**src/rtl/mem_port_arbiter.sv**
```systemverilog
// mem_port_arbiter: shares one memory port between the fetch requester (I,
// read-only) and the load/store requester (D, read/write). D has fixed
// priority. A consecutive-D-grant counter lets a waiting fetch through after
// MAX_D_STREAK D grants. A fetch response hit by a flush is swallowed.
//
// Handshake (identical on I, D and mem): the requester raises enable together
// with its address/data and holds them all stable until the cycle in which
// ready is high; that cycle completes the transfer. The requester may drop or
// change its request at the following edge. Ready is a one-cycle pulse and is
// never raised without a matching request.
module mem_port_arbiter #(
  parameter int ADDR_W       = 32,
  parameter int DATA_W       = 32,
  parameter int MAX_D_STREAK = 4
) (
  input  logic                clk,
  input  logic                reset,
  input  logic                i_enable,
  input  logic [ADDR_W-1:0]   i_addr,
  input  logic                i_flush,
  output logic                i_ready,
  output logic [DATA_W-1:0]   i_rdata,
  input  logic                d_enable,
  input  logic                d_we,
  input  logic [ADDR_W-1:0]   d_addr,
  input  logic [DATA_W-1:0]   d_wdata,
  input  logic [DATA_W/8-1:0] d_wstrb,
  output logic                d_ready,
  output logic [DATA_W-1:0]   d_rdata,
  output logic                mem_enable,
  output logic                mem_we,
  output logic [ADDR_W-1:0]   mem_addr,
  output logic [DATA_W-1:0]   mem_wdata,
  output logic [DATA_W/8-1:0] mem_wstrb,
  input  logic                mem_ready,
  input  logic [DATA_W-1:0]   mem_rdata,
  output logic                busy,
  output logic [1:0]          dbg_state_o
);

  localparam int SW = DATA_W / 8;
  localparam logic [3:0] MAX_S = 4'(MAX_D_STREAK);

  typedef enum logic [1:0] {
    IDLE   = 2'd0,
    BUSY_I = 2'd1,
    BUSY_D = 2'd2
  } state_e;

  state_e              state_q, state_d;
  logic                mem_enable_q, mem_enable_d;
  logic                mem_we_q, mem_we_d;
  logic [ADDR_W-1:0]   mem_addr_q, mem_addr_d;
  logic [DATA_W-1:0]   mem_wdata_q, mem_wdata_d;
  logic [SW-1:0]       mem_wstrb_q, mem_wstrb_d;
  logic                drop_q, drop_d;
  logic [3:0]          d_streak_q, d_streak_d;

  logic                grant_d;
  logic                grant_i;

  // D wins unless a waiting fetch has already been passed over MAX_D_STREAK times.
  assign grant_d = d_enable && !(i_enable && (d_streak_q == MAX_S));
  assign grant_i = i_enable && !grant_d;

  // Next-state, memory-request capture, flush tracking and starvation counter.
  always_comb begin
    state_d      = state_q;
    mem_enable_d = mem_enable_q;
    mem_we_d     = mem_we_q;
    mem_addr_d   = mem_addr_q;
    mem_wdata_d  = mem_wdata_q;
    mem_wstrb_d  = mem_wstrb_q;
    drop_d       = drop_q;
    d_streak_d   = d_streak_q;
    case (state_q)
      IDLE: begin
        if (grant_d) begin
          state_d      = BUSY_D;
          mem_enable_d = 1'b1;
          mem_we_d     = d_we;
          mem_addr_d   = d_addr;
          mem_wdata_d  = d_wdata;
          mem_wstrb_d  = d_we ? d_wstrb : '0;
          if (i_enable) begin
            if (d_streak_q != MAX_S) d_streak_d = d_streak_q + 4'd1;
          end else begin
            d_streak_d = '0;
          end
        end else if (grant_i) begin
          state_d      = BUSY_I;
          mem_enable_d = 1'b1;
          mem_we_d     = 1'b0;
          mem_addr_d   = i_addr;
          mem_wdata_d  = '0;
          mem_wstrb_d  = '0;
          drop_d       = i_flush;
          d_streak_d   = '0;
        end else begin
          d_streak_d = '0;
        end
      end
      BUSY_I: begin
        if (mem_ready) begin
          state_d      = IDLE;
          mem_enable_d = 1'b0;
          drop_d       = 1'b0;
        end else begin
          drop_d = drop_q | i_flush;
        end
      end
      BUSY_D: begin
        if (mem_ready) begin
          state_d      = IDLE;
          mem_enable_d = 1'b0;
        end
      end
      default: begin
        state_d      = IDLE;
        mem_enable_d = 1'b0;
        drop_d       = 1'b0;
      end
    endcase
  end

  // State and registered memory request; reset abandons any transfer in flight.
  always_ff @(posedge clk or negedge reset) begin
    if (!reset) begin
      state_q      <= IDLE;
      mem_enable_q <= 1'b0;
      mem_we_q     <= 1'b0;
      mem_addr_q   <= '0;
      mem_wdata_q  <= '0;
      mem_wstrb_q  <= '0;
      drop_q       <= 1'b0;
      d_streak_q   <= '0;
    end else begin
      state_q      <= state_d;
      mem_enable_q <= mem_enable_d;
      mem_we_q     <= mem_we_d;
      mem_addr_q   <= mem_addr_d;
      mem_wdata_q  <= mem_wdata_d;
      mem_wstrb_q  <= mem_wstrb_d;
      drop_q       <= drop_d;
      d_streak_q   <= d_streak_d;
    end
  end

  // Responses pass straight through in the mem_ready cycle; a flushed fetch is silenced.
  assign i_ready     = (state_q == BUSY_I) && mem_ready && !drop_q && !i_flush;
  assign d_ready     = (state_q == BUSY_D) && mem_ready;
  assign i_rdata     = mem_rdata;
  assign d_rdata     = mem_rdata;
  assign mem_enable  = mem_enable_q;
  assign mem_we      = mem_we_q;
  assign mem_addr    = mem_addr_q;
  assign mem_wdata   = mem_wdata_q;
  assign mem_wstrb   = mem_wstrb_q;
  assign busy        = (state_q != IDLE);
  assign dbg_state_o = state_q;

endmodule
```
**config.mk**
```make
export PLATFORM = sky130hd
export DESIGN_NAME = mem_port_arbiter
export DESIGN_NICKNAME = d
export VERILOG_FILES = /design/src/rtl/mem_port_arbiter.sv
export SDC_FILE = /design/constraint.sdc
export NUM_CORES = 1
export LEC_CHECK = 0
export CORE_MARGIN = 10
export CORE_UTILIZATION = 36
export CTS_BUF_LIST = sky130_fd_sc_hd__clkbuf_4 sky130_fd_sc_hd__clkbuf_8
export CTS_CLUSTER_SIZE = 8
export DETAILED_ROUTE_END_ITERATION = 8
export HOLD_SLACK_MARGIN = 0.02
export PLACE_DENSITY = 0.86
export REMOVE_ABC_BUFFERS = 1
export SYNTH_ARGS = -nofsm -noshare
export SYNTH_HDL_FRONTEND = slang
export SYNTH_SLANG_ARGS = --single-unit
```
**constraint.sdc**
```tcl
create_clock -name clk -period 2.1 [get_ports clk]
set_clock_uncertainty 0.2 [all_clocks]
set_input_delay 0.42 -clock clk [delete_from_list [all_inputs] [get_ports clk]]
set_output_delay 0.42 -clock clk [all_outputs]
set_load 0.005 [all_outputs]
```
; ---- Yosys cells after proc, flatten, opt, wreduce, memory -nomap -nowiden
; Cells that the tools add are included.
[totals]
ff_bits = 77
latch_bits = 0
ram_bits = 0
rom_bits = 0
input_bits = 139
word_cells = 63
n_memories = 0
[classes]
addsub = 1
mul = 0
div_mod_pow = 0
order_cmp = 0
n_eq_ne = 9
shift = 0
muxes = 24
bitwise = 2
reduce_logical = 19
[op_table]
columns = operator, n
row1 = $mux 32, 4
row2 = $mux 4, 6
row3 = $mux 1, 8
row4 = $logic_and 1x1->1, 7
row5 = $mux 2, 3
row6 = $reduce_and 2->1, 3
row7 = $add 4x1->4 const B, 1
row8 = $eq 4x3->1 const B, 1
row9 = $logic_not 1->1, 4
row10 = $ne 2x2->1 const B, 2
row11 = $ne 4x3->1 const B, 1
row12 = $pmux 2 s2, 1
row13 = $reduce_bool 2->1, 2
row14 = $ne 3x2->1 const B, 1
row15 = $ne 3x3->1 const B, 1
row16 = $pmux 1 s3, 1
row17 = $reduce_and 3->1, 1
row18 = $eq 2x1->1 const B, 1
row19 = $eq 2x2->1 const B, 1
row20 = $logic_not 2->1, 1
row21 = $ne 2x1->1 const B, 1
row22 = $pmux 1 s2, 1
row23 = $reduce_or 2->1, 1
row24 = $not 1->1, 1
row25 = $or 1x1->1, 1

; ---- Longest topological paths before layout
; Gate-level depths: netlist (run 1).
[depth]
word_depth = 9
mapped_depth = 9

; ---- Worst setup path before layout (run 1)
; No wires, ideal clock.
[synth_timing]
path_type = flip-flop to flip-flop
startpoint = register state_q[0] (netlist: dbg_state_o[0])
endpoint = register mem_addr_q[0] (netlist: mem_addr[0])
setup_time_ps = 142
arrival_ps = 1396
t_required_ps = 1758
slack_ps = 363
stages_incl_launch_ff = 8
n_path_buf = 2
synth_period_minus_slack_ps = 1737
path_cell_list = dfrtp_1 > inv_1 > ha_1 > buf_2 > inv_2 > nor2_4 > buf_1 > a31oi_1
[synth_between]
elab_chain_cells = 2
[synth_rtl]
columns = item, line
row1 = from (decl), 50  ; state_e state_q, state_d;
row2 = from (signal assigned), 138  ; state_q <= state_d;
row3 = $logic_not 2->1, 76  ; case (state_q)
row4 = $reduce_and 2->1 (no source line), --
row5 = to (signal assigned), 141  ; mem_addr_q <= mem_addr_d;
row6 = to (decl), 53  ; logic [ADDR_W-1:0] mem_addr_q, mem_addr_d;
; Every way passes these cells.
; A chain may end at the register's enable or synchronous reset.

; ---- Worst setup path after layout (run 1)
[layout_timing]
startpoint = register state_q[0] (netlist: dbg_state_o[0])
endpoint = output i_ready
[layout_between]
elab_chain_cells = 4
[layout_rtl]
columns = item, line
row1 = $eq 2x1->1, 150  ; assign i_ready = (state_q == BUSY_I) && mem_ready && !drop_q && !i_flush;
row2 = $logic_and 1x1->1 (3 in a row), 150
row3 = to (decl), 21  ; output logic i_ready,
; Every way passes these cells.

==> summary by stage, run 1 <==
Clock tree
In this run the deepest clock path goes through 2 buffers. After clock tree synthesis, the clock-pin slew on the worst setup and hold paths is roughly 0.080 ns. Clock latency on the worst-skew pair, taken at its later pin, is 0.35 ns. The number of buffers created by CTS is 9. The tree is rooted in a sky130_fd_sc_hd__clkbuf_8. The H-tree depth is 3. TritonCTS built the clock tree.

CTS saw 77 sinks.

Yosys
The parity-gate share of the synthesized area counting xor and xnor cells is 0%. The largest total area in the synthesized netlist belongs to sky130_fd_sc_hd__dfrtp_1. Summing the areas of all compound-gate instances in the mapped netlist gives under 10% of the synthesized area. The async set-or-reset flop fraction in the synthesized netlist is 100%. The fraction of the mapped netlist area in simple logic gates is 25.2%. The predominant post-synthesis flop cell is sky130_fd_sc_hd__dfrtp_1. The largest family of logic cells by synthesized area is simple AND/OR/NAND/NOR gates. Synthesis handed over a netlist of 449 instances.

The average footprint of a synthesized cell is around 9 um^2. The number of distinct library cells after synthesis is 32. The mapped cell area is around 0.004 mm^2.

After synthesis, the share of cell area in mux cells is 0.503%. By area the synthesized netlist is led by sky130_fd_sc_hd__dfrtp_1 48%, sky130_fd_sc_hd__nand2_1 13%, sky130_fd_sc_hd__buf_4 12%. The fraction of synthesized cell area taken by the top area cell type is approximately half. The post-synthesis share of cell area spent on full adders, half adders and majority gates is approximately 1.6%. During synthesis, Yosys emitted a total of 0 warnings. The number of synthesized flops with an enable pin is 0.

The share of the yosys chip area belonging to registers is between 40% and 50%. The synthesized flop and latch total is 77.

Worst setup path
The worst reg2reg path depth is 8. The required time at the endpoint of the critical path is 1.48 ns. The element type at the critical path start is a flop. The type of the setup path with the least slack is reg -> out. The category of the worst setup path capture point is a primary output. The data arrival time of the worst path is 1.40 ns. Of all nets on the critical path, the largest fanout is 2.

Pwr
Net switching is about a third of the power. After layout, the design draws a total of between 7 and 8 mW. The combinational share of power is about half. Cell internal power was estimated by the tool at about 4.7 mW.

The clock group share of total power is ~16%. Of the total power, registers draw a little over a third. The peak supply drop is roughly 0.56 mV.

For this design the total switching power over the nets is 2.53 mW. The leakage component of the power is approximately 2.6 nW. Dividing total power by cell area gives a power density of about 1300 mW/mm^2.

Layout
The share of the core filled with cells in the final layout is between 50% and 60%. The final layout contains roughly 700 nets. The share of layout cells above drive strength 1 is 10.3%. The post-route cell area is 0.00577 mm^2. The number of antenna repair diodes is 0.

From synthesis to final layout, the design area changed by 44.9%.

Floorplan
The effective utilization at floorplan is between 30% and 40%. The die covers approximately 0.016 mm^2. The site row count is 38. The area of the core is between 0.01 and 0.015 mm^2. In this run the vertical extent of the chip is 125 um. The die is about 130 um wide. about 280 I/O pins were placed.

GRT
Entering global routing, the biggest net connects 66 pins. The number of antenna violations at the first check in global routing is 0. The wire length of the first global-routing pass is roughly 22 mm. The via count of the first global-routing pass is around 3800. Global routing finished with a remaining overflow of 0. Across every metal layer, demand over resource in global routing totals 17.5%.

Timing
The worst setup margin is a little over 0.08 ns. The final critical path takes up between 90% and 100% of the cycle. Summed over all failing endpoints, the final setup total negative slack is 0 ns.

The minimum clock period is 2.02 ns. Static timing analysis puts the maximum clock frequency at 495 MHz. Headroom to the max-slew limit came out at between 70% and 80%. Setup repair after global routing left no endpoint under its margin. The final number of max-transition violations came to 0. The final-report setup violation count is 0. At the pin with the least slew margin, the transition time is about 0.33 ns.

The count of final hold-check violations is 0.

Drt
The detailed router placed about 3600 vias in this run. The detailed router finished its first iteration with ~200 violations. The final routed DRC violation total is 0.

The final antenna-violating net count is 0. Dividing the detail-routed via count by the number of cells gives roughly 5. Dividing the detail-routed wire length by the instance count gives approximately 20 um. The aggregate routed wire length is approximately 14 mm. The count of TritonRoute iterations in the first routing pass is 4.

Placed design
The congestion estimate from routability-driven global placement came to between 0.8 and 0.9. The count of port buffers added during placement is between 150 and 200. After detailed placement, the total cell area comes to between 0.005 and 0.006 mm^2. The setup slack after placement is -0.159 ns. The detailed placer's ending HPWL is 11.4 mm.

Min path
The worst hold path passes through 2 cells. The min-delay analysis places its worst path in the category reg -> reg.

Run
Across the run, the number of max-cap violations was 0.

Outcome
The flow ran to the end, and the final reports show no timing, DRC or antenna violations.
## layout make-up
type,count,area (um^2)
Inverter,6,22.5
Tap cell,140,175
Timing Repair Buffer,199,2030
Clock buffer,10,138
Multi-Input combinational cell,276,1410
Clock inverter,6,62.6
Fill cell,970,5070
Sequential cell,77,1930
## power groups by stage
stage | clock (mW) | sequential [mW] | combinational, mW
4_1_cts | 1.18 | 2.55 | 3.60
6_report | 1.14 | 2.54 | 3.54
5_1_grt | 1.23 | 2.63 | 3.90
3_5_place_dp | 0 | 2.59 | 3.55
3_3_place_gp | 0 | 2.55 | 3.46
2_1_floorplan | 0 | 2.59 | 1.26
## metal layers
layer / GRT usage, % / wire, um / up-vias
met5: 6.19 / 114 / -
met4: 6.37 / 242 / 4
met3: 13.4 / 2350 / 22
met2: 23.1 / 5630 / 245
met1: 20.5 / 6020 / 1658
li1: - / - / 1634
## what timing repair did
item	4_1_cts	5_1_grt
resized for setup	3	2
setup endpoints to repair	3	2
cloned	0	0
hold buffers	1	0
setup buffers	3	0
endpoints found under the hold margin	23	0
## cells in the mapped netlist, types with 4 or more instances
cell / instances
sky130_fd_sc_hd__buf_6: 4
sky130_fd_sc_hd__inv_1: 5
sky130_fd_sc_hd__nand3_1: 15
sky130_fd_sc_hd__nand3_2: 20
sky130_fd_sc_hd__o21ai_0: 7
sky130_fd_sc_hd__a31oi_1: 32
sky130_fd_sc_hd__ha_1: 5
sky130_fd_sc_hd__nand2_1: 140
sky130_fd_sc_hd__clkbuf_1: 4
sky130_fd_sc_hd__buf_4: 64
sky130_fd_sc_hd__dfrtp_1: 77
sky130_fd_sc_hd__buf_2: 16
sky130_fd_sc_hd__nor2_1: 35
## registers in the layout, summed over array words and instances (netlist names)
signal,count
mem_addr,32
mem_wdata,32
d_streak_q,4
mem_wstrb,4
dbg_state_o,2
drop_q,1
mem_enable,1
mem_we,1
## cell families (layout without fill, tap and decap cells)
| logic type | count (synthesis) | in the layout |
|---|---|---|
| AO/OA/AOI/OAI | 50 | 50 |
| adder cells (fa/ha/maj) | 5 | 5 |
| buffers and inverters | 96 | 221 |
| flip-flops | 77 | 77 |
| multiplexers | 2 | 2 |
| AND/OR/NAND/NOR | 219 | 219 |
## critical path: stages (launching register included)
cell,delay [ns]
sky130_fd_sc_hd__dfrtp_1,0.38
sky130_fd_sc_hd__buf_4,0.14
sky130_fd_sc_hd__ha_1,0.19
sky130_fd_sc_hd__and3_1,0.14
sky130_fd_sc_hd__clkdlybuf4s15_1,0.20
## per-stage QoR
stage / hold WS, ns / std cells
5_1_grt: 0.289 / 714
2_1_floorplan: -0.0756 / 359
3_5_place_dp: 0.141 / 694
3_3_place_gp: 0.138 / 694
6_report: 0.269 / 714
4_1_cts: 0.272 / 714
## path summary, 6_finish.rpt
path / start / end / slack [ns]
setup / recovery: dbg_state_o[0] / i_ready / 0.08
hold / removal: mem_wdata[13] / mem_wdata[13] / 0.27
setup reg to reg: dbg_state_o[1] / mem_addr[27] / 0.22
hold reg to reg: mem_wdata[13] / mem_wdata[13] / 0.27
max in group asynchronous: reset / mem_addr[24] / 0.85
min in group asynchronous: reset / mem_wdata[25] / 0.30
## cell usage in the layout (no fill, tap or decap), types with 2 or more instances in the layout
cell type | synthesis | layout
sky130_fd_sc_hd__inv_1 | 5 | 5
sky130_fd_sc_hd__o21ai_0 | 7 | 6
sky130_fd_sc_hd__a22o_1 | 2 | 2
sky130_fd_sc_hd__clkinv_2 | 0 | 2
sky130_fd_sc_hd__buf_4 | 64 | 11
sky130_fd_sc_hd__nand2_1 | 140 | 140
sky130_fd_sc_hd__dfrtp_1 | 77 | 77
sky130_fd_sc_hd__a31oi_1 | 32 | 32
sky130_fd_sc_hd__nand3_2 | 20 | 20
sky130_fd_sc_hd__nand3_1 | 15 | 15
sky130_fd_sc_hd__mux2i_1 | 2 | 2
sky130_fd_sc_hd__clkinvlp_4 | 0 | 3
sky130_fd_sc_hd__a21o_1 | 2 | 2
sky130_fd_sc_hd__dlygate4sd2_1 | 0 | 2
sky130_fd_sc_hd__a21oi_1 | 2 | 2
sky130_fd_sc_hd__nor2_1 | 35 | 35
sky130_fd_sc_hd__o2bb2ai_1 | 2 | 2
sky130_fd_sc_hd__clkbuf_8 | 0 | 10
sky130_fd_sc_hd__buf_12 | 0 | 7
sky130_fd_sc_hd__clkdlybuf4s50_1 | 0 | 176
sky130_fd_sc_hd__ha_1 | 5 | 5
Power figures use the tool's default switching activity.
==> run 2, diff against run 1 <==
--- a/config.mk
+++ b/config.mk
@@ -5,7 +5,7 @@
 export SDC_FILE = /design/constraint.sdc
 export NUM_CORES = 1
 export LEC_CHECK = 0
-export CORE_MARGIN = 10
+export CORE_MARGIN = 5
 export CORE_UTILIZATION = 36
 export CTS_BUF_LIST = sky130_fd_sc_hd__clkbuf_4 sky130_fd_sc_hd__clkbuf_8
 export CTS_CLUSTER_SIZE = 8
@@ -13,6 +13,7 @@
 export HOLD_SLACK_MARGIN = 0.02
 export PLACE_DENSITY = 0.86
 export REMOVE_ABC_BUFFERS = 1
+export SETUP_SLACK_MARGIN = 0.05
 export SYNTH_ARGS = -nofsm -noshare
 export SYNTH_HDL_FRONTEND = slang
 export SYNTH_SLANG_ARGS = --single-unit
==> run 2 against run 1 <==
Compared with the run above: fmax rose by 1.7%; sequential share of layout area is 0.16 points higher; first-iteration DRC count is 31% higher; utilization is 0.25 points lower; sequential cell count is the same; setup slack gained 0.033 ns; critical path depth unchanged; non-clock buffer count shrank 2; combinational power down 2%; cell count fell by 0.56%; largest cell class unchanged; highest routed layer unchanged.
==> summary by stage, run 2 (synthesis gave the netlist of run 1 again) <==
Layout
Compared with the post-synthesis result, the final layout area differs by 44.2%. In the layout the commonest cells are 176 x sky130_fd_sc_hd__clkdlybuf4s50_1, 140 x sky130_fd_sc_hd__nand2_1, 77 x sky130_fd_sc_hd__dfrtp_1. The share of layout cells above drive strength 1 came to 10.2% (-0.10 points).

The final non-filler cell total is 710 (-0.56%). The sequential cell area is 0.00193 mm^2 (unchanged). The number of nets in the final layout came to 711 (-0.28%). The leading cell type in the layout, fill and taps excluded is sky130_fd_sc_hd__clkdlybuf4s50_1.

The number of antenna repair diodes is 0 (unchanged). The count of filler cells inserted in the layout is 935 (-3.6%). The area of the multi-input gates came to 0.00141 mm^2 (+0.53%).

Timing
Setup repair after global routing left no endpoint under its margin. The worst setup margin came to 0.114 ns (+0.0330 ns). The count of final hold-check violations came to 0 (unchanged). The transition time at the pin with the least slew margin is 0.510 ns (+0.184 ns). The achievable frequency is 504 MHz (+1.7%). The final number of max-transition violations came to 0 (unchanged). The minimum clock period is 1.99 ns (-0.0330 ns). The headroom to the max-slew limit was 66.0% (-12 points). The post-route fraction of the period consumed by the critical path was 94.6% (-1.6 points). The final worst hold slack is 0.272 ns (+0.00229 ns).

The final-report setup violation count came to 0 (unchanged).

Worst setup path
The type of the setup path with the least slack is reg -> out. STA classifies the critical path endpoint as a primary output. In this run the worst setup path begins at dbg_state_o[0].

The required time at the endpoint of the critical path is 1.48 ns (about the same). The data arrival time of the worst path is 1.37 ns (-0.03 ns). The largest driver fanout on the critical path is 2 (unchanged). The element type at the critical path start is a flop.

The beginning of the worst register-to-register path is d_streak_q[0].

Drt
The first-iteration detailed-routing DRC count is 256 (+31%). The routed wirelength normalized by instance count came to 18.5 um (-8.1%). The total number of vias came to 3520 (-1.2%). The aggregate routed wire length is 13.1 mm (-8.6%).

The via-per-instance ratio is 4.96 (-0.65%). The final antenna-violating net count was 0 (unchanged). The count of TritonRoute iterations in the first routing pass was 4 (unchanged). The final routed DRC violation total was 0 (unchanged).

Placed design
The post-placement cell count came to 691 (-0.43%). The count of port buffers added during placement is 181 (unchanged). The setup slack after placement was -0.168 ns (-0.00881 ns). The global placer's final weighted congestion is 0.802 (-5.2%). The detailed placer's ending HPWL is 10.3 mm (-10%).

Clock tree
The clock edge transition at the registers on the reported setup and hold paths is 0.08 ns (about the same). The H-tree depth is 3 (unchanged). The insertion delay to the later sink of the worst-skew pair is 0.34 ns (about the same).

The number of buffers on the longest clock path came to 2 (unchanged). The number of sinks driven by the clock tree is 77 (unchanged). The library cell used as clock root buffer is sky130_fd_sc_hd__clkbuf_8. The number of buffers created by CTS was 9 (unchanged).

TritonCTS built the clock tree.

GRT
The wire length of the first global-routing pass is 19.8 mm (-8.7%). The maximum number of pins on one net before global-route repair came to 67 (+1.5%). The number of antenna violations at the first check in global routing came to 0 (unchanged). The aggregate global routing overflow was 0 (unchanged). The via count of the first global-routing pass was 3581 (-4.6%). The overall routing resource usage came to 19.9% (+2.4 points).

Outcome
The flow ran to the end, and the final reports show no timing, DRC or antenna violations.

Floorplan
The number of placed I/O pins came to 278 (unchanged). The area of the core is 0.0108 mm^2 (unchanged). The die span in x is 115 um (-8.0%).

The effective utilization at floorplan is 36.7% (unchanged). The site row count is 38 (unchanged). The die boundary height was 115 um (-8.0%). The area enclosed by the die boundary came to 0.0133 mm^2 (-15%).

Pwr
The peak supply drop is 0.563 mV (+0.42%). The power density over the cells is 1230 mW/mm^2 (-1.8%). The leakage component of the power is 2.56 nW (-0.79%).

Min path
The path class of the lowest-slack min-delay path is reg -> reg. The launch instance of the worst min-delay path is mem_wdata[21].

Run
The number of maximum-capacitance violations is 0 (unchanged).
==> run 2: final cells by class <==
class | instances | share of cell area (%)
multi-input combinational | 276 | 24.6
sequential | 77 | 33.6
timing repair buffer | 197 | 35.1
inverter | 6 | 0.392
clock buffer | 13 | 3.12
tap | 140 | 3.05
clock inverter | 1 | 0.0872
==> run 2: what timing repair did <==
item                                    CTS  global route
resized for setup                         7             1
buffers inserted                          4             0
endpoints found under the setup margin    3             1
hold endpoints to repair                 37             0
hold buffers                              1             0
==> run 2: where the power goes <==
group | internal (mW) | total, mW | switching [mW]
logic | 1.95 | 3.48 | 1.53
registers | 2.16 | 2.55 | 0.385
clock network | 0.544 | 1.04 | 0.495
total | 4.65 | 7.06 | 2.41
==> run 2: worst paths after layout <==
kind,end,slack [ns],depth (start not counted)
worst max register to register,mem_wstrb[3],0.24,7
worst min-delay path,mem_wdata[21],0.27,2
worst min register to register,mem_wdata[21],0.27,2
min in group asynchronous,mem_wdata[6],0.39,2
max in group asynchronous,mem_addr[15],0.72,3
worst max-delay path,i_ready,0.11,4
==> run 2: critical path: stages (launching register included) <==
cell and delay, ns:
sky130_fd_sc_hd__dfrtp_1 0.38, sky130_fd_sc_hd__buf_4 0.14, sky130_fd_sc_hd__ha_2 0.18, sky130_fd_sc_hd__and3_1 0.13
sky130_fd_sc_hd__clkdlybuf4s15_1 0.20
==> run 2: stage by stage <==
stage / area, um^2 / power (mW) / setup TNS (ns) / utilization (%)
after floorplan: 3350 / 3.84 / -57.78 / -
after global placement: 5510 / 5.91 / -0.204 / 50.8
after detailed placement: 5510 / 6.04 / -1.15 / 50.8
after CTS: 5740 / 7.15 / 0 / 52.9
after global routing: 5740 / 7.59 / 0 / 52.9
final: 5740 / 7.06 / 0 / 52.9
==> run 2: metal layers <==
metal | vias to the layer above | GRT usage [%] | routed length, um | share of wire [%]
met2 | 257 | 26.4 | 5210 | 40
li1 | 1628 | - | - | -
met3 | 18 | 14.8 | 2440 | 19
met4 | 4 | 6.73 | 192 | 1.5
met1 | 1613 | 24.2 | 5150 | 39
met5 | - | 7.04 | 131 | 1.0
